$ cat config.mk
export PLATFORM = sky130hd
export DESIGN_NAME = sdrc_req_arb_flat
export DESIGN_NICKNAME = d
export VERILOG_FILES = /design/src/rtl/sdrc_req_arb_if.sv /design/src/rtl/sdrc_req_arb.sv /design/src/flat_wrapper.sv
export SDC_FILE = /design/constraint.sdc
export NUM_CORES = 1
export LEC_CHECK = 0
export CAP_MARGIN = 25
export CORE_AREA = 2 2 185 187
export CTS_BUF_LIST = sky130_fd_sc_hd__clkbuf_4 sky130_fd_sc_hd__clkbuf_8 sky130_fd_sc_hd__clkbuf_16
export DETAILED_ROUTE_END_ITERATION = 12
export DIE_AREA = 0 0 187 189
export MAX_ROUTING_LAYER = met4
export PLACE_DENSITY = 0.53
export REMOVE_ABC_BUFFERS = 1
export SLEW_MARGIN = 10
export SYNTH_ARGS = -nofsm -noshare
export SYNTH_HDL_FRONTEND = slang
export SYNTH_SLANG_ARGS = --single-unit
$ cat constraint.sdc
create_clock -name sdram_clk -period 4.17 [get_ports sdram_clk]
set_input_delay 1.0425 -clock sdram_clk [delete_from_list [all_inputs] [get_ports sdram_clk]]
set_output_delay 1.0425 -clock sdram_clk [all_outputs]
set_load 0.02 [all_outputs]
$ cat src/rtl/sdrc_req_arb_if.sv
// Bundle of the four requester ports and the single SDRAM controller port around sdrc_req_arb.
// The arbiter connects through slave; requesters and the controller side connect through master.
interface sdrc_req_arb_if #(
    parameter int dw = 32,
    parameter int bl = 9
);
    // requester side, four ports packed side by side
    logic [3:0]          req_i;
    logic [4*30-1:0]     req_addr_i;
    logic [4*bl-1:0]     req_len_i;
    logic [3:0]          req_wr_n_i;
    logic [3:0]          req_ack_o;
    logic [4*dw/8-1:0]   wr_en_n_i;
    logic [4*dw-1:0]     wr_data_i;
    logic [3:0]          wr_next_o;
    logic [3:0]          rd_valid_o;
    logic [3:0]          last_rd_o;
    logic [dw-1:0]       rd_data_o;

    // controller side
    logic                sdr_req;
    logic [29:0]         sdr_req_addr;
    logic [bl-1:0]       sdr_req_len;
    logic                sdr_req_wr_n;
    logic                sdr_req_ack;
    logic                sdr_busy_n;
    logic [dw/8-1:0]     sdr_wr_en_n;
    logic [dw-1:0]       sdr_wr_data;
    logic                sdr_wr_next;
    logic                sdr_rd_valid;
    logic                sdr_last_rd;
    logic [dw-1:0]       sdr_rd_data;

    modport slave (
        input  req_i, req_addr_i, req_len_i, req_wr_n_i, wr_en_n_i, wr_data_i,
        output req_ack_o, wr_next_o, rd_valid_o, last_rd_o, rd_data_o,
        output sdr_req, sdr_req_addr, sdr_req_len, sdr_req_wr_n, sdr_wr_en_n, sdr_wr_data,
        input  sdr_req_ack, sdr_busy_n, sdr_wr_next, sdr_rd_valid, sdr_last_rd, sdr_rd_data
    );

    modport master (
        output req_i, req_addr_i, req_len_i, req_wr_n_i, wr_en_n_i, wr_data_i,
        input  req_ack_o, wr_next_o, rd_valid_o, last_rd_o, rd_data_o,
        input  sdr_req, sdr_req_addr, sdr_req_len, sdr_req_wr_n, sdr_wr_en_n, sdr_wr_data,
        output sdr_req_ack, sdr_busy_n, sdr_wr_next, sdr_rd_valid, sdr_last_rd, sdr_rd_data
    );
endinterface

$ cat src/rtl/sdrc_req_arb.sv
// Four-port round-robin arbiter in front of the SDRAM controller: one transaction at a time,
// command, write beats and read beats steered combinationally to the granted port.
module sdrc_req_arb #(
    parameter int dw = 32,
    parameter int bl = 9
) (
    input  logic         sdram_clk,
    input  logic         sdram_resetn,
    sdrc_req_arb_if.slave bus,
    output logic [1:0]   gnt_o,
    output logic         busy_o,
    output logic         protocol_err_o
);

    typedef enum logic [1:0] {
        IDLE    = 2'd0,
        REQ     = 2'd1,
        WR_DATA = 2'd2,
        RD_DATA = 2'd3
    } state_t;

    state_t          state;
    state_t          state_nxt;
    logic [1:0]      gnt;
    logic [1:0]      last_gnt;
    logic [bl-1:0]   cnt;

    logic            arb_hit;
    logic [1:0]      arb_win;
    logic [1:0]      cand;

    logic            sel_req;
    logic [29:0]     sel_addr;
    logic [bl-1:0]   sel_len;
    logic            sel_wr_n;

    logic            arb_fire;
    logic            ack_fire;
    logic            wr_last;

    always_comb begin
        sel_req  = bus.req_i[gnt];
        sel_addr = bus.req_addr_i[32'(gnt)*30 +: 30];
        sel_len  = bus.req_len_i[32'(gnt)*bl +: bl];
        sel_wr_n = bus.req_wr_n_i[gnt];
    end

    // Search order last_gnt+1, +2, +3, then last_gnt itself.
    always_comb begin
        arb_hit = 1'b0;
        arb_win = last_gnt;
        cand    = '0;
        for (int unsigned i = 1; i <= 4; i++) begin
            cand = last_gnt + 2'(i);
            if (!arb_hit && bus.req_i[cand]) begin
                arb_hit = 1'b1;
                arb_win = cand;
            end
        end
    end

    assign arb_fire = (state == IDLE) && bus.sdr_busy_n && arb_hit;
    assign ack_fire = (state == REQ) && bus.sdr_req_ack;
    assign wr_last  = bus.sdr_wr_next && (cnt == bl'(1));

    always_ff @(posedge sdram_clk or negedge sdram_resetn) begin
        if (!sdram_resetn) begin
            state <= IDLE;
        end else begin
            state <= state_nxt;
        end
    end

    // An ack coinciding with the request falling still starts the transaction.
    always_comb begin
        state_nxt = state;
        case (state)
            IDLE:    if (arb_fire) state_nxt = REQ;
            REQ: begin
                if (bus.sdr_req_ack) begin
                    state_nxt = sel_wr_n ? RD_DATA : WR_DATA;
                end else if (!sel_req) begin
                    state_nxt = IDLE;
                end
            end
            WR_DATA: if (wr_last) state_nxt = IDLE;
            RD_DATA: if (bus.sdr_rd_valid && bus.sdr_last_rd) state_nxt = IDLE;
            default: state_nxt = IDLE;
        endcase
    end

    always_ff @(posedge sdram_clk or negedge sdram_resetn) begin
        if (!sdram_resetn) begin
            gnt      <= '0;
            last_gnt <= 2'd3;
            cnt      <= '0;
        end else begin
            if (arb_fire) begin
                gnt <= arb_win;
            end
            if (ack_fire) begin
                last_gnt <= gnt;
                cnt      <= (sel_len == '0) ? bl'(1) : sel_len;
            end else if ((state == WR_DATA) && bus.sdr_wr_next && (cnt != '0)) begin
                cnt <= cnt - bl'(1);
            end
        end
    end

    always_comb begin
        bus.req_ack_o    = '0;
        bus.wr_next_o    = '0;
        bus.rd_valid_o   = '0;
        bus.last_rd_o    = '0;
        bus.sdr_req      = 1'b0;
        bus.sdr_req_addr = '0;
        bus.sdr_req_len  = '0;
        bus.sdr_req_wr_n = 1'b1;
        bus.sdr_wr_en_n  = '1;
        bus.sdr_wr_data  = '0;
        case (state)
            REQ: begin
                bus.sdr_req        = sel_req;
                bus.sdr_req_addr   = sel_addr;
                bus.sdr_req_len    = sel_len;
                bus.sdr_req_wr_n   = sel_wr_n;
                bus.req_ack_o[gnt] = bus.sdr_req_ack;
            end
            WR_DATA: begin
                bus.sdr_wr_en_n    = bus.wr_en_n_i[32'(gnt)*(dw/8) +: dw/8];
                bus.sdr_wr_data    = bus.wr_data_i[32'(gnt)*dw +: dw];
                bus.wr_next_o[gnt] = bus.sdr_wr_next;
            end
            RD_DATA: begin
                bus.rd_valid_o[gnt] = bus.sdr_rd_valid;
                bus.last_rd_o[gnt]  = bus.sdr_rd_valid && bus.sdr_last_rd;
            end
            default: ;
        endcase
    end

    assign bus.rd_data_o = bus.sdr_rd_data;
    assign gnt_o         = gnt;
    assign busy_o        = (state != IDLE);
    assign protocol_err_o = (bus.sdr_wr_next  && (state != WR_DATA))
                         || (bus.sdr_rd_valid && (state != RD_DATA))
                         || (bus.sdr_req_ack  && (state != REQ));

endmodule

$ cat src/flat_wrapper.sv
// flat-port wrapper written by rule: the top's interface ports become plain ports
module sdrc_req_arb_flat 
#(
    parameter int dw = 32,
    parameter int bl = 9
)
  (sdram_clk, sdram_resetn, gnt_o, busy_o, protocol_err_o, bus_req_i, bus_req_addr_i, bus_req_len_i, bus_req_wr_n_i, bus_wr_en_n_i, bus_wr_data_i, bus_req_ack_o, bus_wr_next_o, bus_rd_valid_o, bus_last_rd_o, bus_rd_data_o, bus_sdr_req, bus_sdr_req_addr, bus_sdr_req_len, bus_sdr_req_wr_n, bus_sdr_wr_en_n, bus_sdr_wr_data, bus_sdr_req_ack, bus_sdr_busy_n, bus_sdr_wr_next, bus_sdr_rd_valid, bus_sdr_last_rd, bus_sdr_rd_data);
  sdrc_req_arb_if #(.dw(dw), .bl(bl)) bus_i ();
  input  logic sdram_clk;
  input  logic sdram_resetn;
  output logic [1:0] gnt_o;
  output logic busy_o;
  output logic protocol_err_o;
  input wire logic [$bits(bus_i.req_i)-1:0] bus_req_i;
  input wire logic [$bits(bus_i.req_addr_i)-1:0] bus_req_addr_i;
  input wire logic [$bits(bus_i.req_len_i)-1:0] bus_req_len_i;
  input wire logic [$bits(bus_i.req_wr_n_i)-1:0] bus_req_wr_n_i;
  input wire logic [$bits(bus_i.wr_en_n_i)-1:0] bus_wr_en_n_i;
  input wire logic [$bits(bus_i.wr_data_i)-1:0] bus_wr_data_i;
  output wire logic [$bits(bus_i.req_ack_o)-1:0] bus_req_ack_o;
  output wire logic [$bits(bus_i.wr_next_o)-1:0] bus_wr_next_o;
  output wire logic [$bits(bus_i.rd_valid_o)-1:0] bus_rd_valid_o;
  output wire logic [$bits(bus_i.last_rd_o)-1:0] bus_last_rd_o;
  output wire logic [$bits(bus_i.rd_data_o)-1:0] bus_rd_data_o;
  output wire logic [$bits(bus_i.sdr_req)-1:0] bus_sdr_req;
  output wire logic [$bits(bus_i.sdr_req_addr)-1:0] bus_sdr_req_addr;
  output wire logic [$bits(bus_i.sdr_req_len)-1:0] bus_sdr_req_len;
  output wire logic [$bits(bus_i.sdr_req_wr_n)-1:0] bus_sdr_req_wr_n;
  output wire logic [$bits(bus_i.sdr_wr_en_n)-1:0] bus_sdr_wr_en_n;
  output wire logic [$bits(bus_i.sdr_wr_data)-1:0] bus_sdr_wr_data;
  input wire logic [$bits(bus_i.sdr_req_ack)-1:0] bus_sdr_req_ack;
  input wire logic [$bits(bus_i.sdr_busy_n)-1:0] bus_sdr_busy_n;
  input wire logic [$bits(bus_i.sdr_wr_next)-1:0] bus_sdr_wr_next;
  input wire logic [$bits(bus_i.sdr_rd_valid)-1:0] bus_sdr_rd_valid;
  input wire logic [$bits(bus_i.sdr_last_rd)-1:0] bus_sdr_last_rd;
  input wire logic [$bits(bus_i.sdr_rd_data)-1:0] bus_sdr_rd_data;
  assign bus_i.req_i = bus_req_i;
  assign bus_i.req_addr_i = bus_req_addr_i;
  assign bus_i.req_len_i = bus_req_len_i;
  assign bus_i.req_wr_n_i = bus_req_wr_n_i;
  assign bus_i.wr_en_n_i = bus_wr_en_n_i;
  assign bus_i.wr_data_i = bus_wr_data_i;
  assign bus_req_ack_o = bus_i.req_ack_o;
  assign bus_wr_next_o = bus_i.wr_next_o;
  assign bus_rd_valid_o = bus_i.rd_valid_o;
  assign bus_last_rd_o = bus_i.last_rd_o;
  assign bus_rd_data_o = bus_i.rd_data_o;
  assign bus_sdr_req = bus_i.sdr_req;
  assign bus_sdr_req_addr = bus_i.sdr_req_addr;
  assign bus_sdr_req_len = bus_i.sdr_req_len;
  assign bus_sdr_req_wr_n = bus_i.sdr_req_wr_n;
  assign bus_sdr_wr_en_n = bus_i.sdr_wr_en_n;
  assign bus_sdr_wr_data = bus_i.sdr_wr_data;
  assign bus_i.sdr_req_ack = bus_sdr_req_ack;
  assign bus_i.sdr_busy_n = bus_sdr_busy_n;
  assign bus_i.sdr_wr_next = bus_sdr_wr_next;
  assign bus_i.sdr_rd_valid = bus_sdr_rd_valid;
  assign bus_i.sdr_last_rd = bus_sdr_last_rd;
  assign bus_i.sdr_rd_data = bus_sdr_rd_data;
  sdrc_req_arb #(.dw(dw), .bl(bl)) u_core (.sdram_clk(sdram_clk), .sdram_resetn(sdram_resetn), .bus(bus_i), .gnt_o(gnt_o), .busy_o(busy_o), .protocol_err_o(protocol_err_o));
endmodule
Yosys cells after proc, flatten, opt, wreduce, memory -nomap -nowiden
Index checks and enable logic that the tools add are counted.
{ "word_totals": {"reg_bits": 15, "inputBits": 347, "word_cells": 102} }
{ "op_classes": {"addsub": 4, "mul": 2, "order_cmp": 6, "n_eq_ne": 11, "shifts": 4, "n_mux": 42, "bitwise": 4, "reduce_logical": 25} }
{ "ops": {"columns": ["cell", "count"], "rows": [
  ["$shiftx A128 B8 Y32", 1],
  ["$shiftx A120 B8 Y30", 1],
  ["$mux W9", 4],
  ["$shiftx A36 B7 Y9", 1],
  ["$mux W32", 1],
  ["$mux W30", 1],
  ["$mux W4", 5],
  ["$mux W2", 9],
  ["$and A4 B4 Y4", 4],
  ["$shiftx A16 B5 Y4", 1],
  ["$lt A2 B3 Y1 const B", 5],
  ["$logic_and A1 B1 Y1", 14],
  ["$mux W1", 14],
  ["$bmux W1 S2", 6],
  ["$mul A2 B4 Y6 const B", 2],
  ["$eq A9 B1 Y1 const B", 1],
  ["$logic_not A9 Y1", 1],
  ["$reduce_bool A9 Y1", 1],
  ["$sub A9 B1 Y9 const B", 1],
  ["$ne A2 B1 Y1 const B", 4],
  ["$pmux W2 S4", 1],
  ["$add A2 B2 Y2 const B", 2],
  ["$eq A2 B2 Y1 const B", 2],
  ["$ne A2 B2 Y1 const B", 2],
  ["10 further kinds", 14]
]} }

Longest topological paths before layout
Gate-level depths: netlist of run 1.
{ "depth": {"word_depth": 16, "depth_mapped": 7, "ltp_nobuf": 6} }

Worst setup path after synthesis of run 1
OpenSTA, ideal clock, no wires.
{ "synth_path": {"path_kind": "flip-flop to output port", "from": "reg u_core.gnt[0] (netlist: u_core.gnt_o[0])", "to": "out bus_sdr_wr_data[0]", "arrival_time_ps": 1942, "path_slack_ps": 1185, "path_stages_with_launch": 7, "path_buffers": 4, "path_cell_list": "dfrtp_1 > buf_6 > buf_8 > buf_2 > buf_4 > mux4_2 > nor2b_1"} }
{ "synth_via": {"elab_chain_cells": 2} }
{ "synth_lines": {"columns": ["item", "line_no", "source"], "rows": [
  ["start, declared", "sdrc_req_arb.sv:24", "logic [1:0] gnt;"],
  ["start signal, assigned", "sdrc_req_arb.sv:99", "gnt <= arb_win;"],
  ["$shiftx A128 B8 Y32", "sdrc_req_arb.sv:131", "bus.sdr_wr_data = bus.wr_data_i[32'(gnt)*dw +: dw];"],
  ["$mux W32", "sdrc_req_arb.sv:121", "case (state)"],
  ["end, declared", "flat_wrapper.sv:30", "output wire logic [$bits(bus_i.sdr_wr_data)-1:0] bus_sdr_wr_data;"]
]} }
Every way passes these cells.

Final worst setup path of run 1
{ "layout_path": {"from": "in bus_req_i[3]", "to": "out bus_sdr_req"} }
{ "layout_via": {"elab_chain_cells": 3} }
{ "layout_lines": {"columns": ["item", "line_no", "source"], "rows": [
  ["start, declared", "flat_wrapper.sv:14", "input wire logic [$bits(bus_i.req_i)-1:0] bus_req_i;"],
  ["$bmux W1 S2", "sdrc_req_arb.sv:42", "sel_req = bus.req_i[gnt];"],
  ["$mux W1 (not written as such)", "sdrc_req_arb.sv:42", null],
  ["$mux W1", "sdrc_req_arb.sv:121", null],
  ["end, declared", "flat_wrapper.sv:25", "output wire logic [$bits(bus_i.sdr_req)-1:0] bus_sdr_req;"]
]} }
Every way passes these cells. The select of a mux whose other input is x is not followed.

==> out/results.tsv, run 1 <==
stage	metric	value	unit
outcome	status	complete, no violations	
worst_hold_path	hold_class	register to register	
placed_design	dp_hpwl	20.6	mm
final_layout	drive_above_1_share	0.168	
cts	cts_sinks	15	
worst_setup_path	critPathRequiredTime	3.13	ns
floorplanning	ioPinCount	476	
power	p_per_area	488	mW/mm²
drt	wl_met1	10.8	mm
worst_hold_path	whs_path_depth	2	
placed_design	place.gp.congestion	0.769	
drt	first_pass_iters	4	
drt	wl_met3	1.54	mm
floorplanning	initial_core_util	0.112	
worst_setup_path	crit_type	input port to output pin	
grt	grt_pass1_wl	32.5	mm
cts	post_cts_buffers	0	
cts	cts-root-buf	clkbuf_16	
drt	viasPerCell	3.86	
logic_synthesis	yosysTopAreaCell	mux4_2	
drt	route.detailed.drc	0	
cts	clockBufferDepth	2	
placed_design	io_buffer_count	411	
cts	clkTransAtPathRegs	0.05	ns
sta	drv_slew	0	
logic_synthesis	syn_area_per_cell	10.6	µm²
logic_synthesis	ys_seq_elements	15	
cts	cts_made_buffers	3	
sta	slew_headroom	0.405	
worst_setup_path	rr_worst_depth	5	
cts	hold_buffers	0	
logic_synthesis	synth_area_leaders	mux4_2 (47%), nor2b_1 (12%), dfrtp_1 (8.8%)	
worst_hold_path	hold_end	u_core.last_gnt[0]	
logic_synthesis	synth_ff_type	dfrtp_1	
grt	gr-total-overflow	0	
drt	first_iter_violations	196	
logic_synthesis	async_flop_share	1.00	
worst_setup_path	r2r_end	u_core.cnt[0]	
cts	tritoncts	built	
sta	rsz0062_at_grt	no	
grt	grt_pass1_vias	4858	
grt	grt_util_all_layers	0.129	
logic_synthesis	ys.warnings.count	0	
grt	antenna_found_initial	0	
drt	postRouteAntennaNets	0	
sta	setup_tns	0	ns
logic_synthesis	synth_top_area_share	0.467	
logic_synthesis	yosysMostFrequentCell	mux4_2	
sta	hold_viol_final	0	
floorplanning	die_w	187	µm
sta	fmax	258	MHz
sta	min_period	3.87	ns
worst_setup_path	path_max_fanout	6	
cts	cts_resized	0	
logic_synthesis	syn-instance-count	351	
grt	grt_max_degree	58	
logic_synthesis	synthTopCellsByCount	mux4_2 (77), nor2b_1 (73), buf_4 (37), nor2_1 (22), clkbuf_1 (18)	
cts	htreeDepth	1	
final_layout	area_growth	124	%
drt	routed_wirelength	23.7	mm
worst_hold_path	worstHoldStart	u_core.last_gnt[0]	
placed_design	dp_slack	0.304	ns
worst_setup_path	timing.rr.start	u_core.gnt_o[0]	
floorplanning	coreArea	0.0333	mm²
logic_synthesis	ys_seq_area_frac	0.102	
final_layout	antenna_cells	0	
final_layout	fillers	3552	
power	p_leak	2.78	nW
sta	fin_crit_sh	0.929	
floorplanning	die-area	0.0353	mm²
sta	skew	0.00532	ns
cts	clk-insertion-delay-late	0.25	ns
job	drv_cap	0	
sta	setup_ws	0.296	ns
sta	holdWs	0.482	ns
power	ir_worst_vdd	0.000198	V
worst_setup_path	cp-start-kind	input port	
sta	worst_pin_slew	0.892	ns
logic_synthesis	synth_edf_count	0	
floorplanning	die_h	189	µm
drt	wl_per_cell	20.2	µm
floorplanning	num_rows	67	
drt	wl_met2	11.1	mm
final_layout	nets	1077	
sta	finalSetupViolCount	0	
worst_setup_path	worst_setup_path_end_kind	output pin	
worst_setup_path	rrSetupSlack	1.72	ns
worst_setup_path	critical_path_arrival	2.83	ns
logic_synthesis	syn_area	0.00371	mm²
drt	vias	4537	
logic_synthesis	ys_types	47	
drt	route.top_layer_used	met4	
-- worst max-delay path, cell delays in order --
cell and delay (ns):
clkdlybuf4s50_1 0.50, mux4_2 0.56, nor2b_1 0.17, clkdlybuf4s50_1 0.56
-- logic make-up after synthesis --
group           after synthesis  synth area share
mux                          81             0.478
buf+inv                      68             0.113
flops                        15             0.102
compound gates               29            0.0570
simple gates                154             0.238
xor+xnor                      1           0.00236
fa+ha+maj                     3            0.0101
-- final cells by class --
| cell class | count | area [µm²] | share of cell area |
|---|---|---|---|
| multi-input combinational | 268 | 2920 | 0.352 |
| clock buffer | 3 | 75.1 | 0.00905 |
| tap | 448 | 561 | 0.0675 |
| inverter | 5 | 18.8 | 0.00226 |
| clock inverter | 1 | 5.00 | 0.000603 |
| sequential | 15 | 385 | 0.0464 |
| timing repair buffer | 434 | 4340 | 0.523 |
-- worst max-delay path by stage --
stage,from,depth (start not counted),endpoint,slack [ns]
global route,u_core.gnt_o[0],4,bus_sdr_req_addr[1],0.19
finish,bus_req_i[3],4,bus_sdr_req,0.30
floorplan,u_core.gnt_o[0],2,bus_sdr_req_wr_n,-1.16
global placement,bus_sdr_rd_valid,5,bus_rd_valid_o[2],0.28
CTS,bus_req_i[3],4,bus_sdr_req,0.29
detailed placement,bus_req_i[3],4,bus_sdr_req,0.30
-- where the power goes --
group	internal (mW)	total [mW]	switching (mW)
registers	0.225	0.516	0.292
logic	1.90	3.34	1.44
clock network	0.128	0.195	0.0663
-- cell usage in the layout (no fill, tap or decap), types with 4 or more instances in the layout --
cell type	instances
a31oi_1	6
buf_12	4
buf_4	19
clkdlybuf4s50_1	411
dfrtp_1	11
inv_1	5
mux4_2	77
nand2_1	15
nand2b_1	4
nand3_1	8
nand3b_1	4
nor2_1	22
nor2b_1	73
nor3_1	7
o21ai_0	4
or2_2	6
-- per-stage QoR --
step,utilization,power [mW],cell area [µm²],instances
2_1_floorplan,-,2.43,3310,288
3_3_place_gp,0.247,3.93,8220,1170
3_5_place_dp,0.247,3.92,8220,1170
4_1_cts,0.249,4.13,8300,1174
5_1_grt,0.249,4.31,8300,1174
6_report,0.249,4.05,8300,1174
-- layer usage --
| layer | vias up | GRT usage |
|---|---|---|
| met5 | - | - |
| met4 | 0 | 0.0205 |
| met3 | 20 | 0.0310 |
| met2 | 217 | 0.200 |
| met1 | 2224 | 0.173 |
| li1 | 2076 | - |
-- state kept, by name (all words and copies together) (netlist names) --
name             cells
u_core.last_gnt      2
u_core.state         2
u_core.gnt_o         2
u_core.cnt           9
No activity file was read; power rests on OpenSTA's default activity.
==> run 2, diff against run 1 <==
Settings changed: CORE_AREA 2 2 185 187 to 2 2 186 188, DIE_AREA 0 0 187 189 to 0 0 188 190, PLACE_DENSITY 0.53 to 0.54, SLEW_MARGIN 10 to 20.
Clock period 4.17 ns to 3.19 ns, I/O delays scaled along.
==> out/results.tsv, run 2 (synthesis gave the netlist of run 1 again) <==
stage	metric	value	unit
final_layout	multiInputGateArea	0.00292	mm²
sta	finalSetupViolCount	0	
grt	grt_util_all_layers	0.116	
worst_setup_path	crit_type	input port to output pin	
sta	drv_slew	0	
floorplanning	num_rows	68	
outcome	status	complete, no violations	
floorplanning	die-area	0.0357	mm²
power	ir_worst_vdd	0.000235	V
sta	fin_crit_sh	0.988	
floorplanning	initial_core_util	0.109	
placed_design	io_buffer_count	411	
drt	wl_per_cell	17.8	µm
worst_setup_path	path_max_fanout	1	
sta	fmax	317	MHz
worst_setup_path	slowest_stage	clkdlybuf4s50_1	
power	fin_total_pwr	5.37	mW
cts	htreeDepth	1	
worst_setup_path	critical-path-top-delay-family	buffers and inverters	
placed_design	dpl_cell_area	0.00839	mm²
final_layout	final_common_cell	clkdlybuf4s50_1	
final_layout	drive_above_1_share	0.201	
final_layout	area_growth	132	%
drt	route.detailed.drc	0	
power	p_per_area	625	mW/mm²
worst_setup_path	critPathRequiredTime	2.39	ns
worst_setup_path	critical_path_arrival	2.35	ns
grt	gr-total-overflow	0	
final_layout	nets	1104	
sta	holdWs	0.483	ns
final_layout	fin_cells	1210	
cts	cts_sinks	15	
cts	hold_buffers	0	
worst_setup_path	worst_setup_path_end_kind	output pin	
cts	clkTransAtPathRegs	0.04	ns
cts	cts_made_buffers	3	
drt	viasPerCell	3.84	
drt	first_pass_iters	4	
cts	tritoncts	built	
placed_design	place.gp.congestion	0.812	
cts	clockBufferDepth	2	
final_layout	seq_area	385	µm²
floorplanning	ioPinCount	476	
grt	grt_pass1_vias	4996	
power	p_leak	3.60	nW
sta	skew	0.00791	ns
cts	clk-insertion-delay-late	0.25	ns
grt	grt_max_degree	37	
sta	worst_pin_slew	0.679	ns
floorplanning	coreArea	0.0339	mm²
final_layout	largest_reg_flops	9	
final_layout	fillers	3587	
final_layout	final_area	0.00860	mm²
grt	antenna_found_initial	1	
final_layout	top_register	u_core.cnt	
drt	vias	4646	
cts	cts-root-buf	clkbuf_16	
grt	grt_pass1_wl	30.7	mm
drt	postRouteAntennaNets	0	
job	drv_cap	0	
worst_setup_path	cp-start-kind	input port	
drt	first_iter_violations	209	
final_layout	final_cell_mix	clkdlybuf4s50_1 (342), mux4_2 (77), nor2b_1 (73)	
worst_hold_path	hold_class	register to register	
placed_design	dp.cells	1196	
sta	slew_headroom	0.546	
floorplanning	die_w	188	µm
worst_setup_path	crit_path_max_incr_delay	0.55	ns
placed_design	dp_hpwl	18.5	mm
floorplanning	die_h	190	µm
worst_setup_path	cp_cell_sequence	clkdlybuf4s50_1 -> mux4_2 -> nor2b_1 -> clkdlybuf4s50_1	
worst_setup_path	critPathBufInv	2	
drt	routed_wirelength	21.5	mm
sta	hold_viol_final	0	
worst_setup_path	crit_top_cell	clkdlybuf4s50_1	
sta	min_period	3.15	ns
[run 2: where the power goes]
group / leakage [nW] / switching [mW] / total, mW / internal (mW)
Combinational: 3.39 / 2.12 / 4.68 / 2.56
Sequential: 0.170 / 0.145 / 0.445 / 0.299
Clock: 0.0416 / 0.0735 / 0.251 / 0.177
[run 2: worst paths after layout]
path / startpoint / to / slack [ns] / depth (start not counted)
hold reg to reg: u_core.last_gnt[0] / u_core.last_gnt[0] / 0.48 / 2
max in group asynchronous: sdram_resetn / u_core.gnt_o[0] / 1.71 / 1
min in group asynchronous: sdram_resetn / u_core.cnt[7] / 0.97 / 1
setup / recovery: bus_req_addr_i[116] / bus_sdr_req_addr[26] / 0.04 / 4
setup reg to reg: u_core.gnt_o[0] / u_core.cnt[0] / 0.91 / 6
hold / removal: u_core.last_gnt[0] / u_core.last_gnt[0] / 0.48 / 2
[run 2: stage by stage]
step	utilization	setup WS (ns)	TNS [ns]
detailed placement	0.247	-0.159	-1.61
global placement	0.247	-0.173	-1.66
finish	0.253	0.0390	0
CTS	0.250	0.0000442	0
floorplan	-	-1.90	-172.67
global route	0.253	-0.0154	-0.0198
[run 2: tightest hold or removal path, delay by kind of cell, from the launching register on]
family / cells / cell delay, ns
AND/OR/NAND/NOR: 2 / 0.10
flip-flops: 1 / 0.38
[run 2: per-layer routing]
| metal | part of all wire | global-route usage |
|---|---|---|
| met1 | 0.41 | 0.144 |
| met2 | 0.49 | 0.194 |
| met3 | 0.095 | 0.0338 |
| met5 | 0 | - |
| met4 | 0.0056 | 0.0133 |
[run 2: final cells by class]
| type | count | area share |
|---|---|---|
| clock buffer | 4 | 0.00960 |
| tap | 455 | 0.0662 |
| timing repair buffer | 461 | 0.537 |
| antenna | 2 | 0.000582 |
| sequential | 15 | 0.0448 |
| multi-input combinational | 268 | 0.340 |
| inverter | 5 | 0.00218 |
[run 2: timing repair]
action                     CTS  global route
setup buffers                5             3
setup endpoints to repair   67            41
resized for setup           34            36
pin swaps                    2             2
==> run 3, diff against run 2 <==
Settings changed: CTS_CLUSTER_DIAMETER from default to 30, REMOVE_ABC_BUFFERS 1 to default.
==> out/results.tsv, run 3 (synthesis gave the netlist of run 1 again) <==
stage	metric	value	unit
cts	cts_sinks	15	
final_layout	final_common_cell	clkdlybuf4s50_1	
worst_setup_path	slowest_stage	clkdlybuf4s50_1	
job	drv_cap	0	
sta	finalSetupViolCount	0	
cts	cts_made_buffers	3	
sta	fin_crit_sh	0.993	
placed_design	dp_slack	-0.235	ns
drt	route.detailed.drc	0	
drt	routed_wirelength	22.5	mm
drt	first_pass_iters	5	
final_layout	drive_above_1_share	0.196	
sta	min_period	3.17	ns
power	p_leak	3.46	nW
worst_setup_path	critPathRequiredTime	2.39	ns
sta	hold_viol_final	0	
final_layout	final_cell_mix	clkdlybuf4s50_1 (342), mux4_2 (77), nor2b_1 (73)	
final_layout	area_growth	129	%
floorplanning	num_rows	68	
floorplanning	die_w	188	µm
final_layout	largest_reg_flops	9	
cts	tritoncts	built	
sta	drv_slew	0	
drt	vias	4658	
power	fin_total_pwr	5.34	mW
sta	setup_ws	0.0211	ns
power	p_per_area	627	mW/mm²
floorplanning	die_h	190	µm
placed_design	io_buffer_count	411	
final_layout	top_register	u_core.cnt	
grt	gr-usage-met3	0.0231	
worst_setup_path	crit_top_cell	clkdlybuf4s50_1	
cts	cts-root-buf	clkbuf_16	
cts	clkTransAtPathRegs	0.05	ns
grt	gr-total-overflow	0	
floorplanning	ioPinCount	476	
placed_design	place.gp.congestion	0.835	
worst_setup_path	critical_path_arrival	2.37	ns
grt	grt_util_all_layers	0.122	
worst_setup_path	crit_path_max_incr_delay	0.56	ns
grt	antenna_found_initial	1	
drt	first_iter_violations	202	
cts	hold_buffers	0	
floorplanning	coreArea	0.0339	mm²
cts	clk-insertion-delay-late	0.24	ns
worst_setup_path	worst_setup_path_end_kind	output pin	
grt	grt_pass1_vias	4994	
grt	grt.busiest_layer	met2	
worst_setup_path	cp-start-kind	input port	
drt	postRouteAntennaNets	0	
drt	wl_per_cell	18.7	µm
logic_synthesis	synth_nets	701	
outcome	status	complete, no violations	
worst_setup_path	path_max_fanout	1	
sta	fmax	316	MHz
floorplanning	die-area	0.0357	mm²
worst_setup_path	crit_type	input port to output pin	
grt	grt_max_degree	43	
floorplanning	initial_core_util	0.109	
cts	htreeDepth	1	
placed_design	dp_hpwl	19.2	mm
worst_hold_path	hold_class	register to register	
cts	clockBufferDepth	2	
power	ir_worst_vdd	0.000364	V
sta	skew	0.00414	ns
worst_setup_path	cp_cell_sequence	clkdlybuf4s50_1 -> mux4_2 -> nor2b_1 -> clkdlybuf4s50_1	
final_layout	nets	1100	
grt	use_met1	0.158	
grt	met2_usage	0.196	
grt	grt_pass1_wl	32.1	mm
sta	worst_pin_slew	0.721	ns
sta	slew_headroom	0.518	
drt	viasPerCell	3.86	
run 3: cell type report:
type | instances | area, µm²
clock buffers | 4 | 82.6
well taps | 455 | 569
flip-flops and latches | 15 | 385
diodes | 2 | 5.00
inverters | 5 | 18.8
fillers | 3653 | 25400
multi-input cells | 268 | 2920
repair buffers | 457 | 4530
run 3: critical path: cells and delay by family:
family	cells	cell delay (ns)
buf+inv	2	0.97
mux	1	0.46
simple gates	1	0.14
run 3: path summary, 6_finish.rpt:
path | from | end | slack, ns | cells after the start
worst max-delay path | bus_wr_data_i[91] | bus_sdr_wr_data[27] | 0.02 | 4
worst min-delay path | u_core.last_gnt[0] | u_core.last_gnt[0] | 0.48 | 2
worst max register to register | u_core.state[0] | u_core.cnt[7] | 0.96 | 7
worst min register to register | u_core.last_gnt[0] | u_core.last_gnt[0] | 0.48 | 2
max in group asynchronous | sdram_resetn | u_core.gnt_o[0] | 1.67 | 1
min in group asynchronous | sdram_resetn | u_core.cnt[2] | 0.99 | 1
run 3: report_power, final:
group / switching [mW] / internal (mW)
Clock: 0.0738 / 0.178
Combinational: 2.15 / 2.49
Sequential: 0.153 / 0.299
run 3: metal layers:
layer / vias to the layer above / share of wire
met2: 225 / 0.49
met4: 0 / 0.019
li1: 2129 / -
met5: - / 0
met3: 18 / 0.058
met1: 2286 / 0.43
run 3: repair_timing:
item                                    4_1_cts  5_1_grt
pin swaps                                     0        2
setup buffers                                 1        3
resized for setup                            45       28
endpoints found under the setup margin       47       28
run 3: stage by stage:
stage                     cell area [µm²]  instances  setup TNS [ns]  hold slack (ns)  utilization
after floorplan                      3710        351               0            0.453            -
after global placement               8400       1196           -2.16            0.474        0.247
after detailed placement             8400       1196           -2.25            0.475        0.247
after CTS                            8430       1201               0            0.483        0.248
after global routing                 8510       1205         -0.0134            0.531        0.251
final                                8510       1206               0            0.479        0.251
